[config.mk]
export PLATFORM = sky130hd
export DESIGN_NAME = bus_xfer_ctrl
export DESIGN_NICKNAME = d
export VERILOG_FILES = /design/src/rtl/bus_xfer_ctrl.sv
export SDC_FILE = /design/constraint.sdc
export NUM_CORES = 1
export LEC_CHECK = 0
export ABC_AREA = 1
export CAP_MARGIN = 10
export CORE_AREA = 2 2 52 90
export CTS_BUF_LIST = sky130_fd_sc_hd__clkbuf_8
export CTS_CLUSTER_SIZE = 20
export DETAILED_ROUTE_END_ITERATION = 8
export DIE_AREA = 0 0 54 92
export PLACE_DENSITY = 0.73
export SKIP_CTS_REPAIR_TIMING = 1
export SLEW_MARGIN = 20
export SYNTH_ARGS = -nofsm -noshare
export SYNTH_HDL_FRONTEND = slang
export SYNTH_SLANG_ARGS = --single-unit
[constraint.sdc]
create_clock -name CLK -period 3.8 [get_ports CLK]
set_clock_uncertainty 0.05 [all_clocks]
set_input_delay 0.76 -clock CLK [delete_from_list [all_inputs] [get_ports CLK]]
set_output_delay 0.76 -clock CLK [all_outputs]
set_load 0.02 [all_outputs]
[src/rtl/bus_xfer_ctrl.sv]
// Register-transfer initiator for the shared internal bus: IDLE -> DRIVE -> LOAD -> FIN.
// Define XFER_CNT_EN to add the 16-bit completed-transfer counter output XFER_CNT.
module bus_xfer_ctrl #(
    parameter int DW   = 8,
    parameter int NREG = 4,
    parameter int SELW = 2
) (
    input  logic            CLK,
    input  logic            RST,
    input  logic            REQ_VALID,
    output logic            REQ_READY,
    input  logic [SELW-1:0] REQ_SRC,
    input  logic [SELW-1:0] REQ_DST,
    input  logic            REQ_IMM_EN,
    input  logic [DW-1:0]   REQ_IMM,
    output logic [NREG-1:0] E,
    output logic [NREG-1:0] I,
    output logic [DW-1:0]   BUS_OUT,
    output logic            BUS_OE,
    input  logic [DW-1:0]   BUS_IN,
    output logic            DONE,
    output logic            ERR,
    output logic [DW-1:0]   XFER_DATA
`ifdef XFER_CNT_EN
    ,
    output logic [15:0]     XFER_CNT
`endif
);

    typedef enum logic [1:0] {IDLE, DRIVE, LOAD, FIN} state_t;

    localparam logic [SELW:0] NREG_LIM = (SELW+1)'(NREG);

    state_t          state_reg, state_next;
    logic [SELW-1:0] src_reg, dst_reg;
    logic            imm_en_reg;
    logic [DW-1:0]   imm_reg;

    logic [SELW-1:0] src_sel, dst_sel;
    logic            imm_en_sel;
    logic [DW-1:0]   imm_sel;
    logic [NREG-1:0] src_dec, dst_dec;
    logic            src_oor, dst_oor, reject;

    logic [NREG-1:0] e_reg, e_next, i_reg, i_next;
    logic [DW-1:0]   bus_out_reg, bus_out_next, xfer_data_reg;
    logic            bus_oe_reg, bus_oe_next;
    logic            done_reg, done_next, err_reg, err_next, ready_reg, ready_next;

    // Outputs are registered from the next state, so the first drive cycle
    // must decode straight from the request inputs rather than the latches.
    assign src_sel    = (state_reg == IDLE) ? REQ_SRC    : src_reg;
    assign dst_sel    = (state_reg == IDLE) ? REQ_DST    : dst_reg;
    assign imm_en_sel = (state_reg == IDLE) ? REQ_IMM_EN : imm_en_reg;
    assign imm_sel    = (state_reg == IDLE) ? REQ_IMM    : imm_reg;

    generate
        for (genvar gi = 0; gi < NREG; gi++) begin : g_dec
            assign src_dec[gi] = (src_sel == SELW'(gi));
            assign dst_dec[gi] = (dst_sel == SELW'(gi));
        end
    endgenerate

    assign src_oor = ({1'b0, REQ_SRC} >= NREG_LIM);
    assign dst_oor = ({1'b0, REQ_DST} >= NREG_LIM);
    assign reject  = REQ_IMM_EN ? dst_oor
                                : ((REQ_SRC == REQ_DST) || src_oor || dst_oor);

    always_ff @(posedge CLK) begin
        if (RST) begin
            state_reg     <= IDLE;
            src_reg       <= '0;
            dst_reg       <= '0;
            imm_en_reg    <= 1'b0;
            imm_reg       <= '0;
            e_reg         <= '0;
            i_reg         <= '0;
            bus_out_reg   <= '0;
            bus_oe_reg    <= 1'b0;
            done_reg      <= 1'b0;
            err_reg       <= 1'b0;
            ready_reg     <= 1'b1;
            xfer_data_reg <= '0;
        end else begin
            state_reg   <= state_next;
            e_reg       <= e_next;
            i_reg       <= i_next;
            bus_out_reg <= bus_out_next;
            bus_oe_reg  <= bus_oe_next;
            done_reg    <= done_next;
            err_reg     <= err_next;
            ready_reg   <= ready_next;
            if (state_reg == IDLE && REQ_VALID) begin
                src_reg    <= REQ_SRC;
                dst_reg    <= REQ_DST;
                imm_en_reg <= REQ_IMM_EN;
                imm_reg    <= REQ_IMM;
            end
            if (state_reg == LOAD) begin
                xfer_data_reg <= BUS_IN;
            end
        end
    end

    always_comb begin
        state_next = state_reg;
        case (state_reg)
            IDLE:    if (REQ_VALID && !reject) state_next = DRIVE;
            DRIVE:   state_next = LOAD;
            LOAD:    state_next = FIN;
            FIN:     state_next = IDLE;
            default: state_next = IDLE;
        endcase
    end

    always_comb begin
        e_next       = '0;
        i_next       = '0;
        bus_out_next = '0;
        bus_oe_next  = 1'b0;
        done_next    = 1'b0;
        err_next     = 1'b0;
        ready_next   = 1'b0;
        case (state_next)
            IDLE: begin
                ready_next = 1'b1;
                err_next   = (state_reg == IDLE) && REQ_VALID && reject;
            end
            DRIVE, LOAD: begin
                if (imm_en_sel) begin
                    bus_oe_next  = 1'b1;
                    bus_out_next = imm_sel;
                end else begin
                    e_next = src_dec;
                end
                if (state_next == LOAD) i_next = dst_dec;
            end
            FIN:     done_next = 1'b1;
            default: ready_next = 1'b0;
        endcase
    end

    assign E         = e_reg;
    assign I         = i_reg;
    assign BUS_OUT   = bus_out_reg;
    assign BUS_OE    = bus_oe_reg;
    assign DONE      = done_reg;
    assign ERR       = err_reg;
    assign REQ_READY = ready_reg;
    assign XFER_DATA = xfer_data_reg;

`ifdef XFER_CNT_EN
    logic [15:0] xfer_cnt_reg;

    always_ff @(posedge CLK) begin
        if (RST) begin
            xfer_cnt_reg <= '0;
        end else if (state_reg == FIN) begin
            xfer_cnt_reg <= xfer_cnt_reg + 16'd1;
        end
    end

    assign XFER_CNT = xfer_cnt_reg;
`endif

endmodule

==> impl_metrics.tcl <==
set metrics [dict create \
    status "completed" \
    grt_overflow 0 \
    tns_ns 0 \
    htree_levels 2 \
    die_x_um 54 \
    cap_violations 0 \
    tritoncts "built" \
    diodes 0 \
    switchingPower_uw 702.7 \
    synthCells 198 \
    clock_power_share 0.159 \
    ir_worst_vdd_v 0.0004024 \
    synth_seq_cells 43 \
    ys_async_sr_fraction 0 \
    tightest_slew_ns 0.8489 \
    grt_pass1_vias 1249 \
    period_share 0.6801 \
    fp-row-count 32 \
    yosysSeqAreaShare 0.5292 \
    hp-class "reg -> reg" \
    intPower_mw 1.043 \
    startpoint_type "flop" \
    cp-end-kind "flop" \
    cts-root-buf "clkbuf_8" \
    pwr-share-seq 0.369 \
    wl_per_cell_um 11.51 \
    vias_per_cell 4.623 \
    maxSlewHeadroom 0.4340 \
    holdPathStages 2 \
    report.final.slew_viol_count 0 \
    rr_worst_depth 10 \
    fp.dieArea_um2 4968 \
    clock-sinks 43 \
    yosys.area.top_type "dfxtp_1" \
    via_count 1387 \
    die_y_um 92 \
    synth_top_cells_by_area "dfxtp_1, nor2_1, nand2_1, o21ai_0, a21oi_1" \
    cp.arrival_ns 2.76 \
    remaining_drc_errors 0 \
    clk_path_buf_depth 2 \
    antenna_found_initial 0 \
    coreArea_um2 4324 \
    synth_fp_nets 226 \
    synth_edf_count 0 \
    ioPinCount 52 \
    path_clk_slew_ns 0.08 \
    start_util 0.3762 \
    wirelength_mm 3.453 \
    syn_area_um2 1627 \
    numCtsBuffers 5 \
    grt.total_usage 0.1477 \
    rsz0062_at_grt "false" \
    reg2reg_slack_ns 1.22 \
    synth-warning-count 0 \
    hold_viol_final 0 \
    nNetsFinal 276 \
    synth_top_area_share 0.5292 \
    grt_pass1_wl_mm 5.437 \
    syn_area_per_cell_um2 8.215 \
    cp_max_fo 20 \
    post-route-min-period_ns 2.584 \
    swShare 0.4024 \
    final_antenna_net_count 0 \
    grt_start_max_net_pins 22 \
    drtPass1Iterations 4 \
    path_class "reg -> reg" \
    gp_congestion 0.7293 \
    synth_cell_types 23 \
    dp_hpwl_mm 2.441 \
    ys.flop_type "dfxtp_1" \
    drive_gt1_frac 0.08032 \
    drtIter0Drc 32 \
    p_leak_nw 0.9251 \
    comb_power_share 0.472 \
    required_ns 3.97 \
    power_density_nw_per_um2 787.1 \
    utilization 0.5130 \
    areaGrowthSynthToFinish_pct 36.38 \
    port_buffers 51 \
    setup_viol 0 \
    clk_latency_ns 0.29 \
    fmax_ghz 0.3869 \
]
## per-layer routing
layer,global-route usage,wire length [um],up-vias
met3,0.02932,150,8
met4,0.06875,65,0
li1,-,-,721
met1,0.1605,1400,627
met2,0.2591,1837,31
met5,0,0,-
## worst max-delay path: stages (launching register included)
cell and delay, ns:
dfxtp_1 0.32, inv_1 0.11, ha_1 0.73, nand2_4 0.23, clkinv_4 0.21, a21boi_1 0.09, ha_1 0.30, inv_1 0.05
nor2_2 0.10, nand2_2 0.14, a21oi_1 0.19
## stage by stage
step                      cells  cell area [um^2]  hold WS [ns]  total power [mW]  worst slack [ns]
after floorplan             198              1627        0.3738             1.232             1.946
after global placement      292              2133        0.3902             1.462             1.297
after detailed placement    292              2133        0.4016             1.482             1.215
after CTS                   300              2218        0.4147             1.761             1.211
after global routing        300              2218        0.4378             1.878             1.018
final                       300              2218        0.4143             1.746             1.216
## placed cells by master (no fill, tap or decap), drive strengths merged, types with 3 or more instances in the layout
cell / netlist / final
clkbuf: 0 / 5
clkdlybuf4s50: 0 / 51
a211oi: 3 / 3
o21ai: 24 / 24
nor2: 44 / 44
a21oi: 12 / 12
ha: 4 / 4
nand3: 3 / 3
clkinv: 2 / 3
dfxtp: 43 / 43
nor3: 4 / 4
inv: 18 / 19
nand2: 31 / 31
## power groups by stage
| stage | Clock, mW | Combinational (mW) | Sequential, mW |
|---|---|---|---|
| 2_1_floorplan | 0 | 0.471 | 0.761 |
| 3_3_place_gp | 0 | 0.811 | 0.651 |
| 3_5_place_dp | 0 | 0.828 | 0.654 |
| 4_1_cts | 0.286 | 0.830 | 0.644 |
| 5_1_grt | 0.306 | 0.911 | 0.660 |
| 6_report | 0.278 | 0.823 | 0.644 |
## final cells by class
type                            instances  area (um^2)
Clock inverter                          3        16.27
Sequential cell                        43        860.8
Multi-Input combinational cell        127        618.1
Tap cell                               51        63.81
Timing Repair Buffer                   51        510.5
Clock buffer                            5        68.82
Fill cell                             415         2106
Inverter                               20        80.08
## cell usage after synthesis (3+ instances only)
library cell and instances:
buf_6 4, ha_1 4, nand2_1 28, buf_2 3, dfxtp_1 43, a211oi_1 3
nor3_1 4, o21ai_2 4, o21ai_0 20, a21oi_1 12, inv_1 16, nor2_1 43
## worst paths after layout
check / start / to
hold / removal: imm_reg[5] / BUS_OUT[5]
hold reg to reg: imm_reg[5] / BUS_OUT[5]
setup reg to reg: state_reg[0] / BUS_OUT[2]
setup / recovery: state_reg[0] / BUS_OUT[2]
## cells by family after synthesis
kind of cell | share of synthesized area
AND/OR/NAND/NOR | 0.2108
flip-flops | 0.5292
AO/OA/AOI/OAI | 0.1385
buffers and inverters | 0.09077
adder cells (fa/ha/maj) | 0.03077
No activity file was read; power rests on OpenSTA's default activity.
